===== config.mk =====
export PLATFORM = sky130hd
export DESIGN_NAME = pill_dose_scheduler
export DESIGN_NICKNAME = d
export VERILOG_FILES = /design/src/rtl/pill_dose_scheduler.sv
export SDC_FILE = /design/constraint.sdc
export NUM_CORES = 1
export LEC_CHECK = 0
export ABC_CLOCK_PERIOD_IN_PS = 7300
export BUFFER_PORTS_ARGS = -buffer_cell sky130_fd_sc_hd__buf_2
export CELL_PAD_IN_SITES_DETAIL_PLACEMENT = 0
export CELL_PAD_IN_SITES_GLOBAL_PLACEMENT = 2
export CORE_UTILIZATION = 40
export CTS_BUF_LIST = sky130_fd_sc_hd__clkbuf_4
export DETAILED_ROUTE_END_ITERATION = 10
export PLACE_DENSITY_LB_ADDON = 0.1
export SYNTH_ARGS = -nofsm -noshare
export SYNTH_HDL_FRONTEND = slang
export SYNTH_SLANG_ARGS = --single-unit

===== constraint.sdc =====
create_clock -name clk -period 7.3 [get_ports clk]
set_input_delay 1.46 -clock clk [delete_from_list [all_inputs] [get_ports clk]]
set_output_delay 1.46 -clock clk [all_outputs]
set_load 0.02 [all_outputs]

===== src/rtl/pill_dose_scheduler.sv =====
// rtl/pill_dose_scheduler.sv - multi-pill dose interval countdown, due/missed tracking and next-pill selection
module pill_dose_scheduler #(
  parameter int NUM_PILLS   = 3,
  parameter int TIME_WIDTH  = 17,
  parameter int GRACE_TICKS = 300,
  parameter int MISS_WIDTH  = 4,
  parameter int IDX_WIDTH   = 2
) (
  input  logic                            clk,
  input  logic                            reset,
  input  logic                            tick,
  input  logic                            loadEn,
  input  logic [IDX_WIDTH-1:0]            loadIndex,
  input  logic [TIME_WIDTH-1:0]           loadInterval,
  input  logic                            start,
  input  logic                            pause,
  input  logic [NUM_PILLS-1:0]            takenAck,
  output logic                            running,
  output logic [NUM_PILLS-1:0]            dueFlags,
  output logic [NUM_PILLS-1:0]            missedFlags,
  output logic [NUM_PILLS*MISS_WIDTH-1:0] missedCounts,
  output logic [IDX_WIDTH-1:0]            nextPillIndex,
  output logic [TIME_WIDTH-1:0]           nextPillRemaining,
  output logic                            nextPillValid
);

  localparam int GRACE_WIDTH = $clog2(GRACE_TICKS + 1);
  localparam logic [GRACE_WIDTH-1:0] GRACE_INIT = GRACE_WIDTH'(GRACE_TICKS);
  localparam logic [MISS_WIDTH-1:0]  MISS_MAX   = '1;

  typedef enum logic [1:0] {DISABLED, COUNTING, DUE} chanState_t;

  chanState_t             chanState     [NUM_PILLS];
  chanState_t             chanStateNext [NUM_PILLS];
  logic [TIME_WIDTH-1:0]  interval      [NUM_PILLS];
  logic [TIME_WIDTH-1:0]  intervalNext  [NUM_PILLS];
  logic [TIME_WIDTH-1:0]  remaining     [NUM_PILLS];
  logic [TIME_WIDTH-1:0]  remainingNext [NUM_PILLS];
  logic [GRACE_WIDTH-1:0] grace         [NUM_PILLS];
  logic [GRACE_WIDTH-1:0] graceNext     [NUM_PILLS];

  logic                            runningNext;
  logic                            tickEn;
  logic [NUM_PILLS-1:0]            dueNext;
  logic [NUM_PILLS-1:0]            missedNext;
  logic [NUM_PILLS*MISS_WIDTH-1:0] countsNext;
  logic                            nextValidNext;
  logic [IDX_WIDTH-1:0]            nextIndexNext;
  logic [TIME_WIDTH-1:0]           nextRemNext;

  always_comb begin
    runningNext = running;
    if (start) runningNext = 1'b1;
    if (pause) runningNext = 1'b0;
    tickEn     = tick && running;
    dueNext    = dueFlags;
    missedNext = missedFlags;
    countsNext = missedCounts;

    for (int i = 0; i < NUM_PILLS; i++) begin
      chanStateNext[i] = chanState[i];
      intervalNext[i]  = interval[i];
      remainingNext[i] = remaining[i];
      graceNext[i]     = grace[i];

      // Out-of-range indices never match any channel, so those loads fall through.
      if (loadEn && !running && int'(loadIndex) == i) begin
        intervalNext[i]  = loadInterval;
        remainingNext[i] = loadInterval;
        chanStateNext[i] = (loadInterval != '0) ? COUNTING : DISABLED;
        dueNext[i]       = 1'b0;
        missedNext[i]    = 1'b0;
        graceNext[i]     = '0;
      end else begin
        case (chanState[i])
          COUNTING: begin
            if (tickEn) begin
              if (remaining[i] > TIME_WIDTH'(1)) begin
                remainingNext[i] = remaining[i] - TIME_WIDTH'(1);
              end else begin
                remainingNext[i] = '0;
                chanStateNext[i] = DUE;
                dueNext[i]       = 1'b1;
                graceNext[i]     = GRACE_INIT;
              end
            end
          end
          DUE: begin
            // Ack is checked first so it beats an expiring grace tick.
            if (takenAck[i]) begin
              dueNext[i]       = 1'b0;
              missedNext[i]    = 1'b0;
              remainingNext[i] = interval[i];
              graceNext[i]     = '0;
              chanStateNext[i] = COUNTING;
            end else if (tickEn) begin
              if (grace[i] > GRACE_WIDTH'(1)) begin
                graceNext[i] = grace[i] - GRACE_WIDTH'(1);
              end else begin
                missedNext[i]    = 1'b1;
                dueNext[i]       = 1'b0;
                remainingNext[i] = interval[i];
                graceNext[i]     = '0;
                chanStateNext[i] = COUNTING;
                if (missedCounts[i*MISS_WIDTH +: MISS_WIDTH] != MISS_MAX)
                  countsNext[i*MISS_WIDTH +: MISS_WIDTH] =
                    missedCounts[i*MISS_WIDTH +: MISS_WIDTH] + MISS_WIDTH'(1);
              end
            end
          end
          default: ;
        endcase
      end
    end

    // Strict less-than keeps the lowest index on ties.
    nextValidNext = 1'b0;
    nextIndexNext = '0;
    nextRemNext   = '0;
    for (int i = 0; i < NUM_PILLS; i++) begin
      if (chanState[i] == COUNTING && (!nextValidNext || remaining[i] < nextRemNext)) begin
        nextValidNext = 1'b1;
        nextIndexNext = IDX_WIDTH'(i);
        nextRemNext   = remaining[i];
      end
    end
  end

  always_ff @(posedge clk or posedge reset) begin
    if (reset) begin
      running           <= 1'b0;
      dueFlags          <= '0;
      missedFlags       <= '0;
      missedCounts      <= '0;
      nextPillValid     <= 1'b0;
      nextPillIndex     <= '0;
      nextPillRemaining <= '0;
      for (int i = 0; i < NUM_PILLS; i++) begin
        chanState[i] <= DISABLED;
        interval[i]  <= '0;
        remaining[i] <= '0;
        grace[i]     <= '0;
      end
    end else begin
      running           <= runningNext;
      dueFlags          <= dueNext;
      missedFlags       <= missedNext;
      missedCounts      <= countsNext;
      nextPillValid     <= nextValidNext;
      nextPillIndex     <= nextIndexNext;
      nextPillRemaining <= nextRemNext;
      for (int i = 0; i < NUM_PILLS; i++) begin
        chanState[i] <= chanStateNext[i];
        interval[i]  <= intervalNext[i];
        remaining[i] <= remainingNext[i];
        grace[i]     <= graceNext[i];
      end
    end
  end

endmodule


[Word-level counts from Yosys, hierarchy flattened]
Index checks and enable logic that the tools add are counted.
Storage, ports and cells
  bits of input ports: 28
  bits in latches: 0
  memory bits (read-only): 0
  logic and storage cells: 226
  RAM bits: 0
  output and inout port bits: 39
  memories: 0
  register bits: 174
Operators by class
  reduce and logical (&&, ||, !) cells: 39
  shift operators: 0
  bitwise logic cells: 9
  order comparisons: 8
  eq/ne operators: 26
  add/sub/neg operators: 9
  multipliers: 0
  multiplexer cells: 110
  div/mod/pow operators: 0
Operators with widths (number)
  $mux W17: 21
  $mux W9: 18
  $pmux W17 S2: 3
  $pmux W9 S2: 3
  $gt A17 B1 Y1 const B: 3
  $sub A17 B1 Y17 const B: 3
  $mux W1: 40
  $mux W2: 19
  $ne A4 B4 Y1 const B: 9
  $lt A17 B17 Y1: 2
  $gt A9 B1 Y1 const B: 3
  $ne A3 B3 Y1 const B: 9
  $sub A9 B1 Y9 const B: 3
  $reduce_and A4 Y1: 6
  $reduce_and A6 Y1: 3
  $reduce_bool A3 Y1: 6
  $reduce_bool A17 Y1: 1
  $reduce_and A5 Y1: 3
  $add A4 B1 Y4 const B: 3
  $pmux W2 S2: 3
  $eq A2 B2 Y1 const B: 5
  $not A1 Y1: 9
  $reduce_and A3 Y1: 3
  $reduce_bool A2 Y1: 4
  other kinds (6): 19

[Depth between registers and ports, before layout]
Gate-level depths: netlist (run 1).
  depth in word-level cells: 10
  gate-level depth with buffers: 22

[Worst setup path after synthesis (run 1)]
No wires, ideal clock.
  path kind: flip-flop to flip-flop
  start: register chanState[4] (netlist bit)
  end: register nextPillRemaining[10]
  cell stages (with the launch flop): 23
  path slack: 2696 ps
  data arrival time: 4524 ps
  cell sequence: dfrtp_1 -> nor2b_1 -> buf_6 -> clkbuf_1 -> nand2_1 -> ha_1 -> a21o_1 -> a221o_1 -> a211oi_2 -> a32o_1 -> buf_2 -> buf_1 -> a22oi_1 -> ha_1 -> a211oi_1 -> nand2_1 -> o211ai_1 -> a31o_2 -> a31oi_1 -> a311oi_2 -> buf_6 -> buf_12 -> mux2i_1
On the way
  longest elaborated chain between the ends: 10
  elaborated cells on any way between the ends: 14
  classes of those cells: order compare (2); eq/ne (1); mux (5); reduce/logical (6)
RTL lines
  from (decl): RTL line 33  | chanState_t chanState [NUM_PILLS];
  from (signal, indexed assignment): RTL line 153  | chanState[i] <= chanStateNext[i];
  $eq A2 B1 Y1 *: RTL line 121  | if (chanState[i] == COUNTING && (!nextValidNext || remaining[i] < nextRemNext)) begin
  $mux W17 / $mux W1 (equally long branches): RTL line 121
  $lt A17 B17 Y1 / $logic_not A1 Y1 (equally long branches): RTL line 121
  $logic_or A1 B1 Y1: RTL line 121
  $logic_and A1 B1 Y1: RTL line 121
  $mux W17 / $mux W1 (equally long branches): RTL line 121
  $lt A17 B17 Y1 / $logic_not A1 Y1 (equally long branches): RTL line 121
  $logic_or A1 B1 Y1: RTL line 121
  $logic_and A1 B1 Y1: RTL line 121
  $mux W17 *: RTL line 121
  named net nextRemNext[10]: RTL line 49  | logic [TIME_WIDTH-1:0] nextRemNext;
  to (signal assigned): RTL line 151  | nextPillRemaining <= nextRemNext;
  to (decl): RTL line 23  | output logic [TIME_WIDTH-1:0] nextPillRemaining,
Mark *: on every way through the listed nets, which the timed path passes. The rest lies on a longest branch.
A chain may end at the register's enable or synchronous reset.

[Worst setup path after layout (run 1)]
  start: register chanState[4] (netlist bit)
  end: register nextPillRemaining[12]
The elaborated chain is that of the path after synthesis.

==> summary.md, run 1 <==
| Metric | Value |
|---|---|
| Worst Setup End Kind | `flop` |
| Clock sink count | `~170` |
| Synth Register Bits | `171` |
| Compound-cell area share of the yosys netlist | `0.208` |
| Layout Skew | `35.5 ps` |
| Setup Buffers After CTS | `0` |
| First-pass GRT wire length | `44800 microns` |
| DRT iter0 DRCs | `734` |
| Syn Nets | `1106` |
| Layout filler cell count | `around 2400` |
| Number of global-route vias before repair | `approximately 7600` |
| Worst-path clk slew | `130 ps` |
| Vias/cell | `5.72` |
| GRT overflow | `0` |
| Post-Synth XOR/XNOR Area | `0.0162` |
| Setup CP Type | `flop to flop` |
| Leakage | `between 0.004 and 0.005 uW` |
| Status | `completed` |
| Die area | `24900 sq um` |
| Layout cells sized above 1 | `0.157` |
| Worst hold slack | `503 ps` |
| CTS tree | `done` |
| Tmin final | `5420 ps` |
| Gate power share | `0.502` |
| Setup TNS | `0 ps` |
| # setup viols final | `0` |
| Internal | `2320 uW` |
| Setup crit start | `chanState[4]` |
| I/O pin cnt | `67` |
| Pin count of the biggest net entering global routing | `64` |
| Top_reg_cell synth | `dfrtp_1` |
| Critical Path RT | `around 7800 ps` |
| Clock buffer depth | `2` |
| Final Hold Fails | `0` |
| DRT Wirelength | `28200 microns` |
| Die Y | `around 160 microns` |
| Post-DR wirelength/cell | `20.1 microns` |
| Final Slew Violations | `0` |
| Fin nets | `1148` |
| Worst-skew pair later-pin latency | `570 ps` |
| Clock root buffer | `clkbuf_4` |
| CTS H-Tree Depth | `4` |
| Hold_buf cts | `0` |
| R2R cell count | `17` |
| Worst EP arrival | `5880 ps` |
| Mean Syn Cell Area | `~9.4 sq um` |
| Post-Syn Area | `9710 sq um` |
| Sequential Power Share | `0.377` |
| Multi-input gate area | `5060 sq um` |
| DR vias | `8037` |
| Post-synth EDFFs | `0` |
| Worst slew pin tran | `1190 ps` |
| RSZ-0062 raised after global routing | `no` |
| Core footprint | `between 20000 and 25000 sq um` |
| Die width | `158 microns` |
| Tot GR Track Use | `0.238` |
| R2R Setup Slk | `1880 ps` |
| Highest ir drop seen on vdd | `167 uV` |
| Number of port buffers | `66` |
| Number of max-cap violations | `0` |
| HP Class | `flop to flop` |
| Mux cell area share after synthesis | `0.0617` |
| Yosys cell types | `72` |
| Reg2reg start | `chanState[4]` |
| CP Capture Point | `nextPillRemaining[12]` |
| Post-Synth Simple-Gate Area | `0.170` |
| Starting Density | `0.411` |
| P per Cell Area | `418 nW/um^2` |
| Fmax | `185 MHz` |
| Synthesis Warnings | `0` |
| Adder-cell share of the synthesized area | `0.0606` |
| Final period util | `0.742` |
| Post-CTS Resized | `0` |
| Main combinational cell family by area after synthesis | `compound AO/OA/AOI/OAI gates` |
| Pre-antenna DRT Iters | `8` |
| Cell Rows | `56` |
| Placer congestion estimate | `~0.85` |
| HPWL after detailed placement | `20100 microns` |
| Asr flop ratio synth | `1.00` |
| Critical path fanouts, max | `18` |
| Initial antenna violation count | `1` |
| R2R Path End | `nextPillRemaining[12]` |
| Register Area | `4280 sq um` |
| Number of buffers created by CTS | `17` |
| Sw frac | `0.475` |
| Register area share after synthesis | `0.441` |
| Normalized max-slew margin | `0.207` |
| Psw | `about 2100 uW` |
| Startpoint Class | `flop` |
| Synth Instances | `1031` |
| Area delta synth->final | `8.87%` |
| Final ANT Viol Nets | `0` |
| DRC | `0` |
| Clock share of power | `0.121` |
| Final Power | `roughly 4400 uW` |
==> kinds of logic (layout without fill, tap and decap cells) <==
logic type | count (synthesis) | after routing
other | 0 | 1
buffers and inverters | 96 | 150
and+or+nand+nor | 345 | 345
AOI/OAI and AO/OA | 299 | 299
DFF | 171 | 171
adders and majority gates | 47 | 47
xor gates and xnor gates | 18 | 18
muxes | 55 | 55
==> through the flow <==
step	area, sq um	cells	setup slack (ps)	util
floorplan	9710	1031	1210	-
global placement	10300	1373	1980	0.437
detailed placement	10300	1373	1870	0.437
CTS	10600	1404	1830	0.447
global route	10600	1405	1510	0.448
finish	10600	1405	1880	0.448
==> power by group through the flow <==
stage	Combinational (uW)	Sequential, uW	Clock (uW)
detailed placement	2210	1680	0
finish	2220	1670	534
CTS	2230	1660	556
global route	2500	1720	593
global placement	2200	1690	0
floorplan	1670	1600	0
==> Yosys cell counts, types with 9 or more instances <==
cell type  instances  area share
a31oi_1            9      0.0058
nand4_1           11      0.0071
o21ai_1           11      0.0057
o21ai_0          105       0.054
mux2i_1           16       0.016
mux2_2            39       0.045
xor2_1            10      0.0090
ha_1              47       0.061
dfrtp_1          171        0.44
a22oi_1           22       0.017
a221oi_1          10      0.0090
a22o_1            19       0.017
a21o_1            11      0.0085
inv_1             42       0.016
nor3_1            33       0.017
or3_1             12      0.0077
nand3_1           13      0.0067
nor2_1            89       0.034
clkbuf_1          38       0.015
nand2b_1          11      0.0071
nand2_1          122       0.047
a222oi_1          18       0.019
a21oi_1           41       0.021
==> final cells by class <==
class / count / area share
Sequential cell: 171 / 0.405
Tap cell: 319 / 0.0378
Inverter: 42 / 0.0154
Antenna cell: 1 / 0.000237
Multi-Input combinational cell: 764 / 0.479
Clock buffer: 17 / 0.0121
Timing Repair Buffer: 77 / 0.0391
Clock inverter: 14 / 0.0116
==> routing by layer <==
layer / track usage / up-vias / part of all wire
met5: 0 / - / 0
met4: 0.0559 / 0 / 0.015
met3: 0.0353 / 22 / 0.043
met2: 0.373 / 214 / 0.46
met1: 0.342 / 3961 / 0.48
li1: - / 3840 / -
==> registers in the layout (all words and copies together) (netlist names) <==
register           cells
grace                 27
missedFlags            3
nextPillIndex          2
interval              51
nextPillRemaining     17
chanState              6
nextPillValid          1
running                1
missedCounts          12
remaining             51
==> worst max-delay path: stages, from the launching register on <==
cell and delay, ps:
dfrtp_1 410, nor2b_1 140, buf_4 230, nand2_1 90, ha_1 300, a21o_1 160
a221o_1 320, a211oi_2 320, a32o_1 680, a22oi_1 250, ha_1 350, a211oi_1 320
nand2_1 90, o211ai_1 90, a31o_2 140, a31oi_1 140, a311oi_4 980, mux2i_1 300
==> cell usage in the layout, fill, tap and decap left out, types with 6 or more instances in the layout <==
master    synthesis  routed
a21o_1           11      11
a21oi_1          41      41
a221oi_1         10      10
a222oi_1         18      18
a22o_1           19      19
a22oi_1          22      22
a31oi_1           9       9
buf_2             8      66
buf_4             3      11
clkbuf_4          0      17
dfrtp_1         171     171
ha_1             47      47
inv_1            42      41
mux2_2           39      39
mux2i_1          16      16
nand2_1         122     122
nand2b_1         11      11
nand3_1          13      13
nand4_1          11      11
nor2_1           89      88
nor2b_1           8       8
nor3_1           33      33
nor4_1            8       8
o21a_1            8       8
o21ai_0         105     105
o21ai_1          11      10
o31ai_1           7       7
or3_1            12      12
or4_1             6       6
xnor2_1           8       8
xor2_1           10      10
==> worst min-delay path by stage <==
| stage | from | to | slack, ps | depth (start not counted) |
|---|---|---|---|---|
| detailed placement | interval[4] | interval[4] | 470 | 2 |
| floorplan | interval[0] | interval[0] | 450 | 2 |
| finish | interval[1] | interval[1] | 500 | 2 |
| global route | interval[0] | interval[0] | 520 | 2 |
| global placement | interval[1] | interval[1] | 460 | 2 |
| CTS | interval[1] | interval[1] | 500 | 2 |
Power figures use the tool's default switching activity.
==> run 2: changes to the inputs <==
Settings changed: ABC_AREA from default to 1, ABC_CLOCK_PERIOD_IN_PS 7300 to 4700, CORE_UTILIZATION 40 to 34.
Clock period 7.3 ns to 4.7 ns, I/O delays scaled along.
==> run 2 against run 1 <==
  * Sequential share of layout area is 2.1 points lower
  * Non-clock buffer count is 2 higher
  * Clock skew is 1.9 ps lower
  * Routed wire length is 10% higher
  * Critical endpoint is now nextPillIndex[0]
  * Register-to-register slack worse by 1300 ps
  * Power is 66% higher
  * Clock-buffer cell count is 1 higher
  * Final area is 5.4% higher
  * Sequential power is 52% higher
==> summary.md, run 2 <==
| Metric | Value |
|---|---|
| Status | `completed` |
| Commonest non-fill, non-tap cell in the layout | `nand2_1` |
| Vias/cell | `4.88 (-15%)` |
| DRT iter0 DRCs | `576 (-22%)` |
| DRT Wirelength | `31100 microns (+10%)` |
| Commonest non-fill, non-tap cells in the layout | `nand2_1, dfrtp_1, inv_1` |
| Fmax | `242 MHz (+31%)` |
| # setup viols final | `0 (unchanged)` |
| Pre-antenna DRT Iters | `7 (-1)` |
| CP most frequent cell | `nand2_1` |
| RSZ-0062 raised after global routing | `no` |
| R2R Setup Slk | `560 ps (-1320 ps)` |
| P per Cell Area | `659 nW/um^2 (+58%)` |
| Post-Synth XOR/XNOR Area | `0.0474 (+0.0312)` |
| Setup CP Type | `flop to flop` |
| Dominant cell type by area after synthesis | `dfrtp_1` |
| Initial antenna violation count | `1 (unchanged)` |
| Hold_buf cts | `0 (unchanged)` |
| Critical path fanouts, max | `34 (+16)` |
| Die Y | `175 microns (+11%)` |
| Dpl ws | `415 ps (-1460 ps)` |
| HPWL after detailed placement | `23300 microns (+16%)` |
| Worst-skew pair later-pin latency | `610 ps (+40 ps)` |
| Mean Syn Cell Area | `7.82 sq um (-17%)` |
| Post-Synth Simple-Gate Area | `0.229 (+0.0596)` |
| Fin nets | `1432 (+25%)` |
| CTS H-Tree Depth | `4 (unchanged)` |
| Worst Setup End Kind | `flop` |
| Main combinational cell family by area after synthesis | `simple AND/OR/NAND/NOR gates` |
| Area delta synth->final | `9.66%` |
| Layout filler cell count | `3189 (+33%)` |
| Number of port buffers | `66 (unchanged)` |
| Post-synth top area share | `0.421 (-0.0194)` |
| Count of buffer and inverter cells on the critical path | `3 (+2)` |
| Final Power | `7340 uW (+66%)` |
| Worst-path clk slew | `140 ps (about the same)` |
| Critical Path RT | `5170 ps (-2590 ps)` |
| First-pass GRT wire length | `50200 microns (+12%)` |
| Number of global-route vias before repair | `8453 (+11%)` |
| Reg2reg start | `chanState[5]` |
| Asr flop ratio synth | `1.00 (unchanged)` |
| CP Capture Point | `nextPillIndex[0]` |
| Clock root buffer | `clkbuf_4` |
| Yosys cell types | `52 (-28%)` |
| Compound-cell area share of the yosys netlist | `0.156 (-0.0519)` |
| Setup TNS | `0 ps (unchanged)` |
| Crit. path cell count | `24 (+7)` |
| Top_reg_cell synth | `dfrtp_1` |
| Tot GR Track Use | `0.215 (-0.0227)` |
| Leakage | `0.00560 uW (+20%)` |
| Tmin final | `4140 ps (-1280 ps)` |
| I/O pin cnt | `67 (unchanged)` |
| Worst slew pin tran | `996 ps (-194 ps)` |
| Crit-path leading delay family | `simple AND/OR/NAND/NOR gates` |
| Starting Density | `0.350 (-0.0611)` |
| Adder-cell share of the synthesized area | `0.0579 (-0.00267)` |
| Die area | `30600 sq um (+23%)` |
| Normalized max-slew margin | `0.336 (+0.128)` |
| Most common library cells after synthesis | `nand2_1, dfrtp_1, inv_1, o21ai_0, nor2_1` |
| R2R cell count | `24 (+7)` |
| Final Slew Violations | `0 (unchanged)` |
| Number of buffers created by CTS | `17 (unchanged)` |
| Mux cell area share after synthesis | `0.00209 (-0.0596)` |
| Highest ir drop seen on vdd | `225 uV (+34%)` |
| Post-DR wirelength/cell | `17.7 microns (-12%)` |
| Cell Rows | `62 (+11%)` |
| Slowest-stage cell, CP | `o21ai_0` |
| Post-Syn Area | `10200 sq um (+4.6%)` |
| Final ANT Viol Nets | `0 (unchanged)` |
| Register area share after synthesis | `0.421 (-0.0194)` |
| Most frequent cell after synthesis | `nand2_1` |
| Die width | `175 microns (+11%)` |
| Largest registers | `interval (51), remaining (51), grace (27)` |
| Setup crit start | `chanState[5]` |
| Placer congestion estimate | `0.880 (+3.4%)` |
| Pin count of the biggest net entering global routing | `118 (+84%)` |
| Layout Skew | `33.6 ps (-1.92 ps)` |
| Startpoint Class | `flop` |
| Final period util | `0.880 (+0.138)` |
| Largest cells by area after synthesis | `dfrtp_1, nand2_1, o21ai_0` |
| Post-synth EDFFs | `0 (unchanged)` |
| Layout cells sized above 1 | `0.120 (-0.0362)` |
| DRC | `0 (unchanged)` |
| Syn Nets | `1374 (+24%)` |
| Synth Register Bits | `171 (unchanged)` |
| Worst path cell trace | `nor2_1, buf_4, nand2_1, ha_1, nand2_1, inv_1, nand2_1, nand2_1, nand2_1, nand2_1, nand2_1, nand3_1, nand2_1, nand2_4, o21ai_0, ha_1, nand4_1, o221ai_1, a21oi_1, nand2_1, nand2_2, nand2_4, inv_1, nor2_1` |
| Clock buffer depth | `2 (unchanged)` |
| GRT overflow | `0 (unchanged)` |
| CTS tree | `done` |
| Worst setup margin | `563 ps (-1320 ps)` |
| Number of max-cap violations | `0 (unchanged)` |
| Clock sink count | `171 (unchanged)` |
| Core footprint | `29000 sq um (+23%)` |
| Worst EP arrival | `4600 ps (-1280 ps)` |
| Final Hold Fails | `0 (unchanged)` |
| Synth Instances | `1299 (+26%)` |
| DR vias | `8573 (+6.7%)` |
| Synthesis Warnings | `0 (unchanged)` |
| R2R Path End | `nextPillIndex[0]` |
| CP peak stage delay | `480 ps (-500 ps)` |
| HP Class | `primary input to flop` |
==> run 2: how the worst min path moves through the flow <==
stage	slack (ps)	end	depth (start not counted)	from
floorplan	430	interval[12]	2	interval[12]
global placement	450	interval[12]	2	interval[12]
detailed placement	450	interval[12]	2	interval[12]
CTS	400	running	2	pause
global route	400	running	2	pause
finish	470	running	2	pause
==> run 2: layout make-up <==
type / instances / area [sq um] / area share
clock inverters: 14 / 130 / 0.0117
inverters: 172 / 657 / 0.0590
diodes: 3 / 7.51 / 0.000674
clock buffers: 18 / 135 / 0.0121
flip-flops and latches: 171 / 4280 / 0.384
multi-input cells: 916 / 5000 / 0.449
well taps: 384 / 480 / 0.0432
repair buffers: 79 / 440 / 0.0396
==> run 2: through the flow <==
stage	hold WS (ps)	cell area [sq um]	instances	util
detailed placement	453	10900	1722	0.374
floorplan	431	10200	1299	-
global placement	446	10900	1722	0.374
global route	397	11100	1756	0.384
finish	471	11100	1757	0.384
CTS	397	11100	1754	0.383
==> run 2: layer usage <==
layer  wire (microns)  up-vias  GRT usage
met5                0        -          0
met2            14100      142      0.337
met1            15200     4036      0.301
met3             1080       19     0.0368
li1                 -     4376          -
met4              646        0     0.0656
==> run 2: worst register-to-register path: cells and delay by family (launching register included) <==
family                     cells  cell delay [ps]
and+or+nand+nor               16             1800
adders and majority gates      2              640
buffers and inverters          3              410
DFF                            1              420
AOI/OAI and AO/OA              3              760
==> run 2: cell families after synthesis <==
family / Yosys count
AO/OA/AOI/OAI: 278
XOR/XNOR: 55
adder cells (fa/ha/maj): 47
buffers and inverters: 212
flip-flops: 171
multiplexers: 2
AND/OR/NAND/NOR: 534
==> run 2: what timing repair did <==
action | 4_1_cts | 5_1_grt
setup endpoints to repair | 0 | 19
buffers inserted | 0 | 0
gates resized for setup | 0 | 4
==> run 2: where the power goes <==
part	leakage (uW)	switching (uW)	internal [uW]	total (uW)
sequential	0.00211	555	1990	2540
clock	0.000139	555	312	867
combinational	0.00335	2560	1360	3930
==> run 3: changes to the inputs <==
Settings changed: CELL_PAD_IN_SITES_DETAIL_PLACEMENT 0 to 1, CELL_PAD_IN_SITES_GLOBAL_PLACEMENT 2 to 1, CORE_UTILIZATION 34 to 43.
==> run 3 against run 2 <==
  * Hold slack got worse by 4.4 ps
  * Clock skew fell by 8.0 ps
  * Cell count fell by 4.6%
  * Flip-flop and latch count did not move
  * Final area fell by 1.1%
  * Via count rose by 4.4%
  * Routed wire length fell by 1.8%
  * Maximum frequency fell by 1.6%
  * Sequential power barely moved
  * Register-to-register slack got worse by 70 ps
  * Clock-buffer cell count rose by 1
  * Highest routed layer is now met5
==> summary.md, run 3 (same netlist as run 2, synthesis figures left out) <==
| Metric | Value |
|---|---|
| DR vias | `8946 (+4.4%)` |
| Pin count of the biggest net entering global routing | `133 (+13%)` |
| Layout Skew | `25.6 ps (-7.98 ps)` |
| GRT overflow | `0 (unchanged)` |
| Dpl cell area | `10700 sq um (-1.3%)` |
| Tmin final | `4210 ps (+68.5 ps)` |
| Vias/cell | `5.33 (+9.3%)` |
| Highest ir drop seen on vdd | `256 uV (+14%)` |
| Crit-path leading delay family | `simple AND/OR/NAND/NOR gates` |
| DRT Wirelength | `30500 microns (-1.8%)` |
| R2R Path End | `nextPillIndex[0]` |
| Die width | `156 microns (-11%)` |
| I/O pin cnt | `67 (unchanged)` |
| Die area | `24200 sq um (-21%)` |
| Hold_sp | `pause` |
| Internal | `3660 uW (-0.11%)` |
| Pre-antenna DRT Iters | `5 (-2)` |
| Initial antenna violation count | `2 (+1)` |
| Worst hold slack | `466 ps (-4.38 ps)` |
| Count of buffer and inverter cells on the critical path | `4 (+1)` |
| # setup viols final | `0 (unchanged)` |
| Area delta synth->final | `8.40%` |
| RSZ-0062 raised after global routing | `no` |
| Normalized max-slew margin | `0.249 (-0.0862)` |
| First-pass GRT wire length | `48900 microns (-2.5%)` |
| Clock root buffer | `clkbuf_4` |
| DRT iter0 DRCs | `508 (-12%)` |
| Commonest non-fill, non-tap cell in the layout | `nand2_1` |
| Placer congestion estimate | `0.901 (+2.3%)` |
| Final Power | `7400 uW (+0.79%)` |
| Sw frac | `0.505 (+0.00446)` |
| Sequential Power Share | `0.346 (about the same)` |
| HPWL after detailed placement | `23000 microns (-1.4%)` |
| Clock sink count | `171 (unchanged)` |
| Psw | `3740 uW (+1.7%)` |
| Final period util | `0.895 (+0.0146)` |
| CP peak stage delay | `510 ps (+30 ps)` |
| HP Class | `primary input to flop` |
| Number of max-cap violations | `0 (unchanged)` |
| Worst-skew pair later-pin latency | `600 ps (about the same)` |
| Clock share of power | `0.123 (+0.005)` |
| Core footprint | `22900 sq um (-21%)` |
| Dpl ws | `386 ps (-29.6 ps)` |
| Layout cells sized above 1 | `0.119 (-0.00158)` |
| Gate power share | `0.531 (-0.004)` |
| Worst path cell trace | `inv_1, nor2_1, buf_4, nand2_1, ha_1, nand2_1, inv_1, nand2_1, nand2_1, a21oi_1, nand3_1, nand2_1, nand2_4, o21ai_0, ha_1, a21oi_1, o221ai_1, a21oi_1, nand2_1, nand2_2, nand2_4, inv_1, nor2_1` |
| CTS H-Tree Depth | `4 (unchanged)` |
| Layout filler cell count | `2942 (-7.7%)` |
| Worst-path clk slew | `150 ps (about the same)` |
| Cell Rows | `55 (-11%)` |
| Tot GR Track Use | `0.263 (+0.0484)` |
| Setup CP Type | `flop to flop` |
| WHS Path Cells | `2 (unchanged)` |
| Final Slew Violations | `0 (unchanged)` |
| Critical Path RT | `5180 ps (about the same)` |
| Number of port buffers | `66 (unchanged)` |
| Number of global-route vias before repair | `9128 (+8.0%)` |
| CTS tree | `done` |
| Final ANT Viol Nets | `0 (unchanged)` |
| Clock buffer depth | `2 (unchanged)` |
| Worst Setup End Kind | `flop` |
| Hold_buf cts | `0 (unchanged)` |
| DRC | `0 (unchanged)` |
| Commonest non-fill, non-tap cells in the layout | `nand2_1, dfrtp_1, inv_1` |
| Startpoint Class | `flop` |
| CP most frequent cell | `nand2_1` |
| Status | `completed` |
| Starting Density | `0.443 (+0.0931)` |
| P per Cell Area | `672 nW/um^2 (+2.0%)` |
| Number of buffers created by CTS | `17 (unchanged)` |
| Worst EP arrival | `4680 ps (+80 ps)` |
| Worst slew pin tran | `1120 ps (+129 ps)` |
| Final Hold Fails | `0 (unchanged)` |
| Post-route cell area | `11000 sq um (-1.1%)` |
| Leakage | `0.00557 uW (-0.47%)` |
| Worst setup margin | `494 ps (-68.5 ps)` |
| R2R cell count | `23 (-4.2%)` |
| Fin nets | `1425 (-0.49%)` |
| Critical path fanouts, max | `34 (unchanged)` |
| Post-DR wirelength/cell | `18.2 microns (+2.8%)` |
| Fmax | `238 MHz (-1.6%)` |
| Sink of the worst hold path | `running` |
| Slowest-stage cell, CP | `o21ai_0` |
| Setup TNS | `0 ps (unchanged)` |
| Reg2reg start | `chanState[4]` |
| Die Y | `156 microns (-11%)` |
| Largest registers | `interval (51), remaining (51), grace (27)` |
| R2R Setup Slk | `490 ps (-70 ps)` |
==> run 3: changes by cell type in the layout (fill, tap and decap cells not counted), sizes merged <==
cell / before / now
clkinvlp: 3 / 5
clkbuf: 18 / 19
inv: 169 / 173
clkinv: 12 / 5
diode: 3 / 1
buf: 79 / 72
==> run 3: layer usage <==
| layer | up-vias | global-route usage | part of all wire |
|---|---|---|---|
| li1 | 4351 | - | - |
| met1 | 4375 | 0.345 | 0.47 |
| met2 | 173 | 0.437 | 0.47 |
| met3 | 45 | 0.0431 | 0.034 |
| met4 | 2 | 0.0976 | 0.028 |
| met5 | - | 0 | 0.00043 |
==> run 3: layout make-up <==
class | instances | area (sq um) | area share
Timing Repair Buffer | 72 | 388 | 0.0352
Multi-Input combinational cell | 916 | 5000 | 0.455
Sequential cell | 171 | 4280 | 0.389
Tap cell | 313 | 392 | 0.0356
Inverter | 172 | 657 | 0.0597
Clock buffer | 19 | 143 | 0.0130
Antenna cell | 1 | 2.50 | 0.000227
Clock inverter | 13 | 141 | 0.0128
==> run 3: how the worst max path moves through the flow <==
stage | startpoint | endpoint | cells after the start
after floorplan | chanState[5] | nextPillRemaining[10] | 27
after global placement | chanState[5] | nextPillIndex[0] | 21
after detailed placement | chanState[4] | nextPillIndex[0] | 24
after CTS | chanState[4] | nextPillIndex[0] | 24
after global routing | chanState[4] | nextPillRemaining[9] | 25
final | chanState[4] | nextPillIndex[0] | 23
==> run 3: timing repair <==
item,4_1_cts,5_1_grt
buffers inserted,0,0
endpoints found under the setup margin,0,18
gates resized for setup,0,2
==> run 3: stage by stage <==
step	std cells	util
final	1677	0.480
after global routing	1677	0.480
after CTS	1676	0.480
after detailed placement	1644	0.468
after global placement	1644	0.468
after floorplan	1299	-
==> run 3: power groups by stage <==
stage / combinational [uW] / sequential [uW] / clock [uW]
after global placement: 3780 / 2570 / 0
final: 3930 / 2560 / 906
after detailed placement: 3930 / 2580 / 0
after global routing: 4480 / 2620 / 983
after floorplan: 2910 / 2470 / 0
after CTS: 3960 / 2550 / 925
